--- src/rtl/max7219_pkg.sv ---
// Shared definitions for the MAX7219-compatible display receiver:
// register addresses, receiver state encoding and Code-B segment patterns.
package max7219_pkg;

    localparam logic [3:0] ADDR_NOOP   = 4'h0;
    localparam logic [3:0] ADDR_DIG1   = 4'h1;
    localparam logic [3:0] ADDR_DIG2   = 4'h2;
    localparam logic [3:0] ADDR_DIG3   = 4'h3;
    localparam logic [3:0] ADDR_DIG4   = 4'h4;
    localparam logic [3:0] ADDR_DIG5   = 4'h5;
    localparam logic [3:0] ADDR_DIG6   = 4'h6;
    localparam logic [3:0] ADDR_DIG7   = 4'h7;
    localparam logic [3:0] ADDR_DIG8   = 4'h8;
    localparam logic [3:0] ADDR_DECODE = 4'h9;
    localparam logic [3:0] ADDR_INTENS = 4'hA;
    localparam logic [3:0] ADDR_SCAN   = 4'hB;
    localparam logic [3:0] ADDR_SHDN   = 4'hC;
    localparam logic [3:0] ADDR_TEST   = 4'hF;

    typedef enum logic [1:0] {StIdle, StShift, StLatch} rx_state_e;

    // Segment order a..g, a in bit 6.
    localparam logic [6:0] SEG_0     = 7'h7E;
    localparam logic [6:0] SEG_1     = 7'h30;
    localparam logic [6:0] SEG_2     = 7'h6D;
    localparam logic [6:0] SEG_3     = 7'h79;
    localparam logic [6:0] SEG_4     = 7'h33;
    localparam logic [6:0] SEG_5     = 7'h5B;
    localparam logic [6:0] SEG_6     = 7'h5F;
    localparam logic [6:0] SEG_7     = 7'h70;
    localparam logic [6:0] SEG_8     = 7'h7F;
    localparam logic [6:0] SEG_9     = 7'h7B;
    localparam logic [6:0] SEG_DASH  = 7'h01;
    localparam logic [6:0] SEG_E     = 7'h4F;
    localparam logic [6:0] SEG_H     = 7'h37;
    localparam logic [6:0] SEG_L     = 7'h0E;
    localparam logic [6:0] SEG_P     = 7'h67;
    localparam logic [6:0] SEG_BLANK = 7'h00;

endpackage

--- src/rtl/max7219_receiver_if.sv ---
// 3-wire SPI display link: the stopwatch drives it, the receiver listens.
interface max7219_receiver_if;
    logic spi_cs;
    logic spi_sck;
    logic spi_mosi;

    modport master (output spi_cs, output spi_sck, output spi_mosi);
    modport slave  (input spi_cs, input spi_sck, input spi_mosi);
endinterface

--- src/rtl/code_b_decoder.sv ---
// Combinational MAX7219 Code-B font: 4-bit code to 7-segment a..g.
module code_b_decoder
    import max7219_pkg::*;
(
    input  logic [3:0] code_i,
    output logic [6:0] seg_o
);

    always_comb begin
        seg_o = SEG_BLANK;
        unique case (code_i)
            4'h0: seg_o = SEG_0;
            4'h1: seg_o = SEG_1;
            4'h2: seg_o = SEG_2;
            4'h3: seg_o = SEG_3;
            4'h4: seg_o = SEG_4;
            4'h5: seg_o = SEG_5;
            4'h6: seg_o = SEG_6;
            4'h7: seg_o = SEG_7;
            4'h8: seg_o = SEG_8;
            4'h9: seg_o = SEG_9;
            4'hA: seg_o = SEG_DASH;
            4'hB: seg_o = SEG_E;
            4'hC: seg_o = SEG_H;
            4'hD: seg_o = SEG_L;
            4'hE: seg_o = SEG_P;
            4'hF: seg_o = SEG_BLANK;
        endcase
    end

endmodule

--- src/rtl/max7219_receiver.sv ---
// SPI display-side receiver: oversamples the link, latches 16-bit frames on Cs rise,
// keeps a MAX7219-style register file and drives the selected digit's segments.
module max7219_receiver
    import max7219_pkg::*;
(
    input  logic                     clk,
    input  logic                     res,
    max7219_receiver_if.slave        spi_bus,
    input  logic [2:0]               dig_sel,
    output logic [7:0]               seg_out,
    output logic [15:0]              word_out,
    output logic                     word_valid,
    output logic                     frame_err,
    output logic [7:0]               decode_mode,
    output logic [3:0]               intensity,
    output logic [2:0]               scan_limit,
    output logic                     shutdown_n,
    output logic                     display_test
);

    // Synchronizers run free through reset so a Cs held low across reset is not a fall.
    logic [2:0] cs_sync_q, sck_sync_q;
    logic [1:0] mosi_sync_q;

    always_ff @(posedge clk) begin
        cs_sync_q   <= {cs_sync_q[1:0], spi_bus.spi_cs};
        sck_sync_q  <= {sck_sync_q[1:0], spi_bus.spi_sck};
        mosi_sync_q <= {mosi_sync_q[0], spi_bus.spi_mosi};
    end

    logic cs_rise, cs_fall, sck_rise;
    assign cs_rise  = cs_sync_q[1] & ~cs_sync_q[2];
    assign cs_fall  = ~cs_sync_q[1] & cs_sync_q[2];
    assign sck_rise = sck_sync_q[1] & ~sck_sync_q[2];

    rx_state_e   state_q;
    logic [15:0] shift_q, word_out_q;
    logic [4:0]  cnt_q;
    logic        word_valid_q, frame_err_q;
    logic [7:0]  dig_q [8];
    logic [7:0]  decode_q;
    logic [3:0]  intens_q;
    logic [2:0]  scan_q;
    logic        shdn_n_q, test_q;

    always_ff @(posedge clk) begin
        if (res) begin
            state_q      <= StIdle;
            shift_q      <= '0;
            cnt_q        <= '0;
            word_out_q   <= '0;
            word_valid_q <= 1'b0;
            frame_err_q  <= 1'b0;
            dig_q        <= '{default: 8'h00};
            decode_q     <= '0;
            intens_q     <= '0;
            scan_q       <= '0;
            shdn_n_q     <= 1'b0;
            test_q       <= 1'b0;
        end else begin
            word_valid_q <= 1'b0;
            frame_err_q  <= 1'b0;
            unique case (state_q)
                StIdle: begin
                    if (cs_fall) begin
                        state_q <= StShift;
                        shift_q <= '0;
                        cnt_q   <= '0;
                    end
                end
                StShift: begin
                    if (cs_rise) begin
                        state_q <= StLatch;
                    end else if (sck_rise) begin
                        shift_q <= {shift_q[14:0], mosi_sync_q[1]};
                        if (cnt_q != 5'd31) cnt_q <= cnt_q + 5'd1;
                    end
                end
                StLatch: begin
                    state_q <= StIdle;
                    if (cnt_q >= 5'd16) begin
                        word_out_q   <= shift_q;
                        word_valid_q <= 1'b1;
                        unique case (shift_q[11:8])
                            ADDR_DIG1, ADDR_DIG2, ADDR_DIG3, ADDR_DIG4,
                            ADDR_DIG5, ADDR_DIG6, ADDR_DIG7, ADDR_DIG8:
                                dig_q[3'(shift_q[11:8] - ADDR_DIG1)] <= shift_q[7:0];
                            ADDR_DECODE: decode_q <= shift_q[7:0];
                            ADDR_INTENS: intens_q <= shift_q[3:0];
                            ADDR_SCAN:   scan_q   <= shift_q[2:0];
                            ADDR_SHDN:   shdn_n_q <= shift_q[0];
                            ADDR_TEST:   test_q   <= shift_q[0];
                            ADDR_NOOP:   ;
                            default:     ;
                        endcase
                    end else begin
                        frame_err_q <= 1'b1;
                    end
                end
                default: state_q <= StIdle;
            endcase
        end
    end

    logic [7:0] sel_dig;
    logic [6:0] cb_seg;
    logic [7:0] seg_d, seg_q;

    assign sel_dig = dig_q[dig_sel];

    code_b_decoder u_code_b (
        .code_i (sel_dig[3:0]),
        .seg_o  (cb_seg)
    );

    always_comb begin
        seg_d = 8'h00;
        if (test_q) begin
            seg_d = 8'hFF;
        end else if (!shdn_n_q || (dig_sel > scan_q)) begin
            seg_d = 8'h00;
        end else if (decode_q[dig_sel]) begin
            seg_d = {sel_dig[7], cb_seg};
        end else begin
            seg_d = sel_dig;
        end
    end

    always_ff @(posedge clk) begin
        if (res) seg_q <= 8'h00;
        else     seg_q <= seg_d;
    end

    assign seg_out      = seg_q;
    assign word_out     = word_out_q;
    assign word_valid   = word_valid_q;
    assign frame_err    = frame_err_q;
    assign decode_mode  = decode_q;
    assign intensity    = intens_q;
    assign scan_limit   = scan_q;
    assign shutdown_n   = shdn_n_q;
    assign display_test = test_q;

endmodule

--- src/flat_wrapper.sv ---
// flat-port wrapper written by rule: the top's interface ports become plain ports
module max7219_receiver_flat import max7219_pkg::*;
  (clk, res, dig_sel, seg_out, word_out, word_valid, frame_err, decode_mode, intensity, scan_limit, shutdown_n, display_test, spi_bus_spi_cs, spi_bus_spi_sck, spi_bus_spi_mosi);
  max7219_receiver_if spi_bus_i ();
  input  logic clk;
  input  logic res;
  input  logic [2:0] dig_sel;
  output logic [7:0] seg_out;
  output logic [15:0] word_out;
  output logic word_valid;
  output logic frame_err;
  output logic [7:0] decode_mode;
  output logic [3:0] intensity;
  output logic [2:0] scan_limit;
  output logic shutdown_n;
  output logic display_test;
  input wire logic [$bits(spi_bus_i.spi_cs)-1:0] spi_bus_spi_cs;
  input wire logic [$bits(spi_bus_i.spi_sck)-1:0] spi_bus_spi_sck;
  input wire logic [$bits(spi_bus_i.spi_mosi)-1:0] spi_bus_spi_mosi;
  assign spi_bus_i.spi_cs = spi_bus_spi_cs;
  assign spi_bus_i.spi_sck = spi_bus_spi_sck;
  assign spi_bus_i.spi_mosi = spi_bus_spi_mosi;
  max7219_receiver u_core (.clk(clk), .res(res), .spi_bus(spi_bus_i), .dig_sel(dig_sel), .seg_out(seg_out), .word_out(word_out), .word_valid(word_valid), .frame_err(frame_err), .decode_mode(decode_mode), .intensity(intensity), .scan_limit(scan_limit), .shutdown_n(shutdown_n), .display_test(display_test));
endmodule
--- config.mk ---
export PLATFORM = sky130hd
export DESIGN_NAME = max7219_receiver_flat
export DESIGN_NICKNAME = d
export VERILOG_FILES = /design/src/rtl/max7219_pkg.sv /design/src/rtl/max7219_receiver_if.sv /design/src/rtl/code_b_decoder.sv /design/src/rtl/max7219_receiver.sv /design/src/flat_wrapper.sv
export SDC_FILE = /design/constraint.sdc
export NUM_CORES = 1
export LEC_CHECK = 0
export BUFFER_PORTS_ARGS = -buffer_cell sky130_fd_sc_hd__clkbuf_2
export CAP_MARGIN = 20
export CELL_PAD_IN_SITES_DETAIL_PLACEMENT = 1
export CELL_PAD_IN_SITES_GLOBAL_PLACEMENT = 1
export CORE_MARGIN = 3
export CORE_UTILIZATION = 35
export CTS_CLUSTER_SIZE = 30
export DETAILED_ROUTE_END_ITERATION = 16
export HOLD_SLACK_MARGIN = 0.15
export PLACE_DENSITY = 0.73
export SETUP_SLACK_MARGIN = 0.1
export SYNTH_ARGS = -nofsm -noshare
export SYNTH_HDL_FRONTEND = slang
export SYNTH_SLANG_ARGS = --single-unit
--- constraint.sdc ---
create_clock -name clk -period 2.3 [get_ports clk]
set_input_delay 0.115 -clock clk [delete_from_list [all_inputs] [get_ports clk]]
set_output_delay 0.115 -clock clk [all_outputs]
set_load 0.03 [all_outputs]
After elaboration in Yosys (flattened, before gate mapping) --
Memory sizes are Yosys's and may differ from the RTL's. Cells that the tools add are included.
Word-level totals: output and inout port bits 43, flip-flop bits (word level) 138, word-level logic and storage cells 104, memories 1, ROM bits 112
Operators by class: bitwise operators 9, equality and inequality tests 21, mux-type cells 25, reductions and logical operators 17, add/sub/neg operators 2, magnitude comparators 6
Memory list:
- (no name shown) | words 16, width 7, read ports 1, clocked after Yosys merged registers in 0, write ports 0, line code_b_decoder.sv:11 | unique case (code_i)
Operators by type and width (number):
- bitwise mux 64 bit | 1
- 2-to-1 mux 16 bit | 3
- 2-to-1 mux 8 bit | 5
- one-hot mux 16 bit (2 select lines) | 1
- binary-select mux 8 bit (select 3 bit) | 1
- demux 8 bit (select 3 bit) | 1
- equality test 4 bit, second input constant | 6
- 2-to-1 mux 5 bit | 4
- AND reduction 3 bit | 6
- equality test 4 x 3 -> 1 bit, second input constant | 4
- one-hot mux 5 bit (2 select lines) | 1
- equality test 4 x 2 -> 1 bit, second input constant | 2
- >= comparator 4 bit, second input constant | 2
- != test 2 x 1 -> 1 bit, second input constant | 4
- inverter 3 -> 4 bit | 2
- OR reduction 8 bit | 1
- 2-to-1 mux 7 bit | 1
- adder 5 x 1 -> 5 bit, second input constant | 1
- >= comparator 5 bit, second input constant | 1
- != test 5 bit, second input constant | 1
- AND reduction 5 bit | 1
- equality test 4 x 1 -> 1 bit, second input constant | 1
- < comparator 3 x 4 -> 1 bit, second input constant | 1
- < comparator 4 x 1 -> 1 bit, second input constant | 1
- other kinds (19) | 28

Longest topological paths before layout --
Gate-level depths: netlist of the first run. An unclocked memory read counts as a cell.
depth in word-level cells 8, depth in mapped cells 9, mapped depth without buffers 8

Cells and area by module --
Synthesis of the first run repeated with hierarchy kept, for this count alone.
Second synthesis, totals: cells, all modules 688, area total of the unflattened synthesis 6307.3 um2
Modules (own cells, without submodules):
- max7219_receiver | area each 5998.3 um2, instances 1, sequential area each 2762.6 um2, cells each 656
- code_b_decoder | area each 309.0 um2, instances 1, sequential area each 0.0 um2, cells each 32

Worst setup path after synthesis of the first run --
No wires, ideal clock.
path kind register -> register, start register u_core.shift_q[8], end register u_core.dig_q[24] (netlist name), required time 2.172 ns, stages on the path, launching flop included 10, arrival time 2.114 ns, setup slack 0.059 ns, setup time 0.128 ns, clock period less this slack 2.241 ns, cell sequence dfxtp_1 > buf_2 > inv_1 > ha_1 > a2111oi_1 > o22ai_2 > or4b_1 > buf_4 > mux2i_1 > nor2_1
Between the ends: cells in the longest elaborated chain, start to end 7, elaborated cells on any way between the ends 18
RTL lines:
- start: declaration | line max7219_receiver.sv:37 | logic [15:0] shift_q, word_out_q;
- start signal: assignment | line max7219_receiver.sv:75 | shift_q <= {shift_q[14:0], mosi_sync_q[1]};
- subtractor 3 x 1 -> 3 bit | line max7219_receiver.sv:87 | dig_q[3'(shift_q[11:8] - ADDR_DIG1)] <= shift_q[7:0];
- inverter 3 -> 4 bit (implied by the code) | line max7219_receiver.sv:87
- >= comparator 4 bit (implied by the code) / < comparator 4 x 1 -> 1 bit (equally long branches) | line max7219_receiver.sv:87
- logical AND 1 bit (implied by the code) | line max7219_receiver.sv:87
- 2-to-1 mux 8 bit (implied by the code) | line max7219_receiver.sv:87
- demux 8 bit (select 3 bit) | line max7219_receiver.sv:87
- bitwise mux 64 bit | line max7219_receiver.sv:87
- end signal: indexed assignment | line max7219_receiver.sv:87
- end: declaration | line max7219_receiver.sv:40 | logic [7:0] dig_q [8];
Several ways; a longest one is shown, not always the timed one. A chain may end at the register's enable or synchronous reset.

Worst setup path after layout of the first run --
start register u_core.shift_q[8], end register u_core.dig_q[57] (netlist name)
Same word-level chain as after synthesis.

==> impl_metrics.tcl, run 1 <==
set metrics [dict create \
    status "complete, no violations" \
    cp_slowest_cell "or4b_4" \
    required_ns 2.59 \
    clock_skew_ns 0.0114 \
    syn_area_per_cell_um2 10.3 \
    n_antenna_cell 0 \
    antenna_found_initial 0 \
    fp.dieH_um 138 \
    drt-initial-drc-count 272 \
    synth_edf_count 0 \
    p_seq_share_pct 47.0 \
    worst_pin_slew_ns 0.747 \
    grt_max_degree 123 \
    grtUsageTotal_pct 18.0 \
    numCtsBuffers 17 \
    post-place-ws_ns 0.0761 \
    vias 4527 \
    final_util_pct 43.5 \
    p_per_area_nw_per_um2 702 \
    layout_setup_ws_ns 0.188 \
    clock.fmax_mhz 473 \
    p_sw_uw 1190 \
    combPwrFrac_pct 2.6 \
    relSlewSlack_pct 50.1 \
    hold_class "reg2reg" \
    rows 47 \
    worstPathArrival_ns 2.40 \
    cp-end-kind "flip-flop" \
    maxCapViolations 0 \
    syn_area_um2 6060 \
    start_kind "flip-flop" \
    synth_seq_cells 138 \
    via_per_inst 5.14 \
    fill_cells 1857 \
    port_buffers 50 \
    slowest_delay_ns 0.52 \
    design_area_um2 7300 \
    drt_pass1_iterations 4 \
    drive_gt1_share_pct 24.4 \
    crit_chain "inv_2, ha_1, a2111oi_4, o22ai_4, or4b_4, buf_12, mux2i_1, nor2_1" \
    wl_per_cell_um 18.4 \
    setup_viol 0 \
    drv_slew 0 \
    cts_tree "built" \
    leakagePower_uw 0.00314 \
    clk_root_buffer_cell "clkbuf_16" \
    setup.worst_path.class "reg2reg" \
    yosysSeqAreaShare_pct 45.6 \
    fin_crit_ns 2.11 \
    synth_flop_cell "dfxtp_1" \
    async_flop_share_pct 0 \
    grt_pass1_vias 4792 \
    drc 0 \
    coreArea_um2 16800 \
    syn-num-nets 615 \
    syn_to_final_growth_pct 20.5 \
    path_clk_slew_ns 0.06 \
    synthDistinctLibCells 55 \
    p_int_uw 3940 \
    dpl.hpwl_mm 11.1 \
    die_w_um 138 \
    h-tree-depth 4 \
    ys_warn_count 0 \
    clockPowerShare_pct 50.4 \
    drtAntennaViolNets 0 \
    place_area_um2 6640 \
    layout.nets 671 \
    syn_inst 591 \
    fin_crit_sh_pct 91.8 \
    grt_pass1_wl_mm 26.0 \
    rsz0062_at_grt "yes" \
    fin_setup_tns_ns 0 \
    start_util_pct 36.1 \
    die_area_um2 18900 \
    critPathMaxFanout 8 \
    hold_violations 0 \
    grt-ovfl-total 0 \
    vdd_drop_max_mv 0.513 \
    clock_latency_ns 0.42 \
    gp_congestion 0.852 \
    ios 51 \
    p_sw_share_pct 23.2 \
    cts.path.max_buffers 2 \
    clock_sinks 138 \
    routed_wl_mm 16.2 \
]
-- layout by cell type, fill, tap and decap left out, drive strengths merged, types with 3 or more instances in the layout --
cell,netlist,layout
clkbuf,32,67
ha,16,16
nor3,3,3
a22oi,16,16
xnor2,4,4
nor2b,4,4
nor2,108,108
clkinvlp,0,5
nand2,41,41
nand3,5,5
mux2,6,6
buf,17,33
dfxtp,138,138
mux2i,90,90
clkinv,1,6
nor3b,3,3
dlygate4sd3,0,4
nor4b,4,4
o21ai,3,3
a21oi,26,26
and2,6,6
nand4,7,7
mux4,18,18
o31ai,3,3
inv,13,16
-- layout make-up --
type                            count  area, um^2  share of cell area, %
Inverter                           14        53.8                  0.737
Clock inverter                     14         123                   1.68
Tap cell                          220         275                   3.77
Multi-Input combinational cell    390        3080                   42.2
Sequential cell                   138        2770                   37.9
Clock buffer                       18         429                   5.88
Timing Repair Buffer               86         571                   7.82
-- registers in the layout, indices dropped and copies added (netlist names) --
signal / flops
u_core.shift_q: 16
u_core.cnt_q: 5
u_core.dig_q: 64
u_core.frame_err: 1
u_core.decode_mode: 8
u_core.cs_sync_q: 3
u_core.mosi_sync_q: 2
u_core.sck_sync_q: 3
u_core.word_valid: 1
u_core.display_test: 1
u_core.scan_limit: 3
u_core.word_out: 16
u_core.shutdown_n: 1
u_core.seg_out: 8
u_core.state_q: 2
u_core.intensity: 4
-- worst max-delay path, delay by kind of cell (launching register included) --
family,cells,cell delay [ns]
compound gates,2,0.36
fa+ha+maj,1,0.24
buf+inv,2,0.27
flops,1,0.36
mux,1,0.14
simple gates,2,0.59
-- power groups by stage --
| stage | registers, uW | logic (uW) | clock network (uW) |
|---|---|---|---|
| CTS | 2410 | 133 | 2630 |
| floorplan | 2460 | 96.1 | 0 |
| finish | 2410 | 132 | 2580 |
| detailed placement | 2460 | 127 | 0 |
| global placement | 2460 | 125 | 0 |
| global route | 2410 | 145 | 2750 |
-- final timing paths --
check | start | to | slack, ns | cells after the start
max | u_core.shift_q[8]$_SDFFE_PP0P_ | u_core.dig_q[57]$_SDFFE_PP0P_ | 0.19 | 8
min | u_core.cs_sync_q[0]$_DFF_P_ | u_core.cs_sync_q[1]$_DFF_P_ | 0.33 | 0
min reg2reg | u_core.cs_sync_q[0]$_DFF_P_ | u_core.cs_sync_q[1]$_DFF_P_ | 0.33 | 0
max reg2reg | u_core.shift_q[8]$_SDFFE_PP0P_ | u_core.dig_q[57]$_SDFFE_PP0P_ | 0.19 | 8
-- synth_stat cells, types with 2 or more instances --
cell type    n  area [um^2]
and2_1       6         37.5
clkbuf_1    32          120
nand2_1     41          154
buf_4        4         30.0
a22oi_1     16          120
nor2b_1      4         25.0
xnor2_1      4         35.0
nand4_1      3         18.8
nand3_1      5         25.0
nor3b_1      3         22.5
dfxtp_1    138         2760
o31ai_1      3         22.5
a41oi_1      2         17.5
buf_2        9         45.0
buf_6        3         33.8
nor3_1       3         15.0
nor4b_1      4         35.0
mux2_2       2         22.5
nor2_1     108          405
mux2i_4      2         45.0
a21oi_1     26          130
ha_1        16          200
inv_1       12         45.0
mux2_4       4         60.1
nand4_2      4         50.1
mux4_2      11          248
o41ai_2      2         32.5
o21ai_0      3         15.0
mux4_1       7          184
mux2i_1     88          881
or4b_1       2         20.0
-- stage by stage --
stage	total power, uW	instances	hold WS (ns)
finish	5130	880	0.328
global route	5300	880	0.322
CTS	5170	879	0.307
detailed placement	2590	841	0.219
global placement	2590	841	0.219
floorplan	2550	591	0.143
-- layer usage --
layer | routed length [um] | GRT usage, %
met5 | 0 | 0
met4 | 181 | 5.49
met3 | 650 | 4.24
met2 | 7960 | 30.0
met1 | 7400 | 23.2
-- what timing repair did --
item,in CTS,in global routing
endpoints found under the setup margin,38,66
buffers inserted,2,1
endpoints found under the hold margin,4,0
hold buffers,4,0
pin swaps,2,2
gates resized for setup,3,11
-- cells by family after synthesis --
family	Yosys count	share of synthesized area [%]
mux	114	23.8
fa+ha+maj	16	3.30
compound gates	64	7.50
flops	138	45.6
buf+inv	63	4.73
simple gates	191	14.4
xor+xnor	5	0.723
No activity file was read; power rests on OpenSTA's default activity.
==> inputs of run 2 (changes only) <==
PLACE_DENSITY = 0.71   (was 0.73)
clock period = 2.1 ns   (was 2.3 ns; I/O delays follow)
==> impl_metrics.tcl, run 2 (synthesis results as in run 1) <==
set metrics [dict create \
    via_per_inst 5.17 \
    grt_pass1_wl_mm 27.1 \
    drc 0 \
    largest_reg_flops 64 \
    syn_to_final_growth_pct 28.1 \
    dpl.hpwl_mm 11.3 \
    cts.path.max_buffers 2 \
    clk_root_buffer_cell "clkbuf_16" \
    start_util_pct 36.1 \
    grtUsageTotal_pct 18.7 \
    h-tree-depth 4 \
    drt_pass1_iterations 4 \
    ios 51 \
    fin_crit_sh_pct 97.9 \
    grt_pass1_vias 4942 \
    rows 47 \
    drtAntennaViolNets 0 \
    layout.nets 696 \
    r2r-start "u_core.dig_q[57]$_SDFFE_PP0P_" \
    antenna_found_initial 0 \
    rr_endpoint "u_core.seg_out[3]$_SDFF_PP0_" \
    fp.dieH_um 138 \
    clock.fmax_mhz 486 \
    vdd_drop_max_mv 0.572 \
    layout_commonest_cell "dfxtp_1" \
    final_cell_mix "dfxtp_1, nor2_1, mux2i_1" \
    clock_latency_ns 0.42 \
    r2r_setup_slack_ns 0.04 \
    worstHoldPathCells 3 \
    place_area_um2 6780 \
    cp-end-kind "flip-flop" \
    status "complete, no violations" \
    relSlewSlack_pct 46.4 \
    numCtsBuffers 17 \
    p_per_area_nw_per_um2 736 \
    clock_sinks 138 \
    largest-register "u_core.dig_q" \
    crit_chain "mux4_2, mux2_4, clkinv_4, buf_4, ha_1, mux2i_2, a41oi_2, a21oi_1" \
    start_kind "flip-flop" \
    setup_viol 0 \
    hold_violations 0 \
    leakagePower_uw 0.00324 \
    fin_setup_tns_ns 0 \
    port_buffers 50 \
    hold_class "in2reg" \
    fin_crit_ns 2.06 \
    design_area_um2 7760 \
    drive_gt1_share_pct 30.8 \
    reg2regPathDepth 8 \
    worst_hold_path.endpoint "u_core.dig_q[51]$_SDFFE_PP0P_" \
    cp_slowest_cell "mux4_2" \
    hold_start "res" \
    wl_per_cell_um 19.0 \
    rsz0062_at_grt "yes" \
    critPathMaxFanout 4 \
    n_antenna_cell 0 \
    path_clk_slew_ns 0.06 \
    grt_max_degree 123 \
    worst_pin_slew_ns 0.802 \
    coreArea_um2 16800 \
    routed_wl_mm 17.2 \
    worstPathArrival_ns 2.34 \
    setup.worst_path.class "reg2reg" \
    maxCapViolations 0 \
    vias 4683 \
    die_w_um 138 \
    slowest_delay_ns 0.48 \
    cts_tree "built" \
    die_area_um2 18900 \
    grt-ovfl-total 0 \
    required_ns 2.38 \
    clock_skew_ns 0.00847 \
    drv_slew 0 \
    drt-initial-drc-count 278 \
    gp_congestion 0.852 \
]
[run 2: how the worst max path moves through the flow]
stage / from / to / slack [ns] / cells past startpoint
after CTS: u_core.shift_q[8]$_SDFFE_PP0P_ / u_core.dig_q[29]$_SDFFE_PP0P_ / 0.07 / 8
after global routing: u_core.dig_q[8]$_SDFFE_PP0P_ / u_core.seg_out[3]$_SDFF_PP0_ / -0.02 / 9
after detailed placement: u_core.shift_q[8]$_SDFFE_PP0P_ / u_core.dig_q[24]$_SDFFE_PP0P_ / -0.11 / 7
after global placement: u_core.shift_q[8]$_SDFFE_PP0P_ / u_core.dig_q[28]$_SDFFE_PP0P_ / -0.02 / 7
final: u_core.dig_q[57]$_SDFFE_PP0P_ / u_core.seg_out[3]$_SDFF_PP0_ / 0.04 / 8
after floorplan: u_core.shift_q[8]$_SDFFE_PP0P_ / u_core.dig_q[24]$_SDFFE_PP0P_ / 0.11 / 9
[run 2: per-layer routing]
layer | vias to the layer above | wire length (um) | track usage [%]
li1 | 2216 | - | -
met1 | 2352 | 7450 | 23.2
met2 | 96 | 8820 | 32.2
met3 | 19 | 698 | 4.31
met4 | 0 | 226 | 5.82
met5 | - | 0 | 0
[run 2: cell type report]
class	instances	area [um^2]
Clock inverter	11	121
Sequential cell	138	2770
Fill cell	1852	9000
Inverter	14	70.1
Tap cell	220	275
Timing Repair Buffer	111	836
Multi-Input combinational cell	390	3230
Clock buffer	21	450
[run 2: metrics by stage]
stage                     total power, uW  utilization (%)  hold slack (ns)  setup WS [ns]  instances
after global routing                 5920             46.3            0.279        -0.0200        905
after detailed placement             2850             40.4            0.211         -0.114        859
after global placement               2840             40.4            0.208        -0.0151        859
final                                5710             46.3            0.246         0.0433        905
after CTS                            5780             44.8            0.258         0.0671        901
after floorplan                      2800                -            0.133          0.106        591
[run 2: critical path, delay by kind of cell, from the launching register on]
| family | cells | cell delay [ns] |
|---|---|---|
| multiplexers | 3 | 0.91 |
| flip-flops | 1 | 0.32 |
| AO/OA/AOI/OAI | 2 | 0.29 |
| buffers and inverters | 2 | 0.21 |
| adder cells (fa/ha/maj) | 1 | 0.19 |
[run 2: where the power goes]
group	internal, uW	switching [uW]	leakage [uW]
Sequential	2630	7.63	0.00112
Clock	1770	1140	0.000265
Combinational	59.3	98.8	0.00186
Total	4460	1250	0.00324
[run 2: timing repair]
item                                    CTS  global route
endpoints found under the setup margin   69            81
hold endpoints to repair                  4             0
pin swaps                                 7            26
hold buffers                              4             0
buffers inserted                          7             4
resized for setup                        21            51
==> inputs of run 3 (changes only) <==
CORE_ASPECT_RATIO = 0.9   (was not set)
==> impl_metrics.tcl, run 3 (synthesis results as in run 1) <==
set metrics [dict create \
    status "complete, no violations" \
    layout_commonest_cell "dfxtp_1" \
    grt_pass1_wl_mm 27.6 \
    rsz0062_at_grt "yes" \
    fin_crit_ns 2.08 \
    largest_reg_flops 64 \
    grtUsageTotal_pct 19.2 \
    grt_max_degree 123 \
    fin_crit_sh_pct 98.9 \
    final_cell_mix "dfxtp_1, nor2_1, mux2i_1" \
    antenna_found_initial 0 \
    rows 44 \
    hold_class "in2reg" \
    coreArea_um2 16600 \
    place_inst 868 \
    routed_wl_mm 17.9 \
    place_area_um2 6800 \
    drv_slew 0 \
    gp_congestion 0.772 \
    leakagePower_uw 0.00331 \
    drt-initial-drc-count 332 \
    cts_tree "built" \
    worstPathArrival_ns 2.42 \
    design_area_um2 7790 \
    clk_root_buffer_cell "clkbuf_16" \
    hold_violations 0 \
    p_per_area_nw_per_um2 761 \
    largest-register "u_core.dig_q" \
    fp.dieH_um 131 \
    wl_per_cell_um 19.6 \
    maxCapViolations 0 \
    clock_latency_ns 0.42 \
    multi_input_area_um2 3230 \
    start_util_pct 36.6 \
    finalPower_uw 5930 \
    n_antenna_cell 0 \
    fill_cells 1802 \
    die_w_um 145 \
    cts.path.max_buffers 2 \
    grt_pass1_vias 4949 \
    vdd_drop_max_mv 0.497 \
    dpl.hpwl_mm 11.6 \
    regArea_um2 2780 \
    layout.nets 694 \
    drc 0 \
    clock_skew_ns 0.0111 \
    final-instance-count-excl-fill 913 \
    syn_to_final_growth_pct 28.6 \
    ios 51 \
    numCtsBuffers 17 \
    start_kind "flip-flop" \
    die_area_um2 18900 \
    setup_viol 0 \
    drtAntennaViolNets 0 \
    fin_setup_tns_ns 0 \
    slowest_delay_ns 0.38 \
    cp_slowest_cell "dfxtp_4" \
    grt-ovfl-total 0 \
    cp-end-kind "flip-flop" \
    crit_chain "clkinv_4, ha_4, a2111oi_4, o22ai_2, buf_6, nor4b_4, buf_6, mux2i_1, nor2_1" \
    worst_pin_slew_ns 0.818 \
    drive_gt1_share_pct 31.3 \
    clock_sinks 138 \
    h-tree-depth 4 \
    port_buffers 50 \
    path_clk_slew_ns 0.07 \
    clock.fmax_mhz 482 \
    setup.worst_path.class "reg2reg" \
    required_ns 2.44 \
    vias 4686 \
    via_per_inst 5.13 \
    crit_top_cell "buf_6" \
    drt_pass1_iterations 4 \
    relSlewSlack_pct 45.4 \
    critPathMaxFanout 8 \
]
-- run 3: changes by cell type in the layout (fill, tap and decap cells not counted), moves of 2 or more --
cell / change
mux2i_1: +5
mux2i_2: -5
clkinvlp_4: -4
dfxtp_2: +4
inv_6: +4
buf_6: -3
clkinv_4: +3
dfxtp_1: -3
nand4_2: +3
nand4_4: -3
a21oi_2: +2
clkbuf_1: -2
clkinv_2: -2
ha_1: -2
-- run 3: worst max-delay path, delay by kind of cell, from the launching register on --
family                     cells  cell delay, ns
AOI/OAI and AO/OA              2            0.54
adders and majority gates      1            0.20
buffers and inverters          3            0.39
DFF                            1            0.38
muxes                          1            0.13
and+or+nand+nor                2            0.34
-- run 3: path summary, 6_finish.rpt --
path                             startpoint                                to  slack [ns]  cells past startpoint
min reg2reg     u_core.cs_sync_q[0]$_DFF_P_       u_core.cs_sync_q[1]$_DFF_P_        0.33                      0
min                                     res  u_core.intensity[1]$_SDFFE_PP0P_        0.24                      3
max          u_core.shift_q[8]$_SDFFE_PP0P_     u_core.dig_q[19]$_SDFFE_PP0P_        0.02                      9
max reg2reg  u_core.shift_q[8]$_SDFFE_PP0P_     u_core.dig_q[19]$_SDFFE_PP0P_        0.02                      9
-- run 3: layout make-up --
cell class,instances,share of cell area (%)
multi-input cells,390,41.5
flip-flops and latches,138,35.6
repair buffers,109,10.5
clock buffers,18,5.51
well taps,230,3.69
clock inverters,14,2.36
inverters,14,0.867
-- run 3: routing by layer --
metal | wire [um] | GRT usage, % | vias to the layer above
li1 | - | - | 2211
met1 | 7960 | 25.4 | 2370
met2 | 8810 | 31.2 | 93
met3 | 899 | 4.69 | 12
met4 | 191 | 5.81 | 0
met5 | 0 | 0 | -
-- run 3: repair_timing --
| item | CTS | global route |
|---|---|---|
| hold buffers | 4 | 0 |
| resized for setup | 31 | 39 |
| buffers inserted | 6 | 4 |
| endpoints found under the setup margin | 80 | 85 |
| endpoints found under the hold margin | 4 | 0 |
| pin swaps | 10 | 24 |
-- run 3: power breakdown --
group	switching (uW)	leakage [uW]	total, uW	internal, uW
Clock	1230	0.000298	3130	1900
Combinational	102	0.00190	160	58.0
Sequential	7.81	0.00112	2640	2630
Total	1340	0.00331	5930	4580
-- run 3: through the flow --
stage | setup WS (ns) | hold WS (ns) | util [%]
after floorplan | 0.106 | 0.133 | -
after global placement | -0.0164 | 0.207 | 41.0
after detailed placement | -0.115 | 0.210 | 41.0
after CTS | 0.0466 | 0.253 | 46.0
after global routing | -0.0745 | 0.257 | 47.0
final | 0.0237 | 0.243 | 47.0
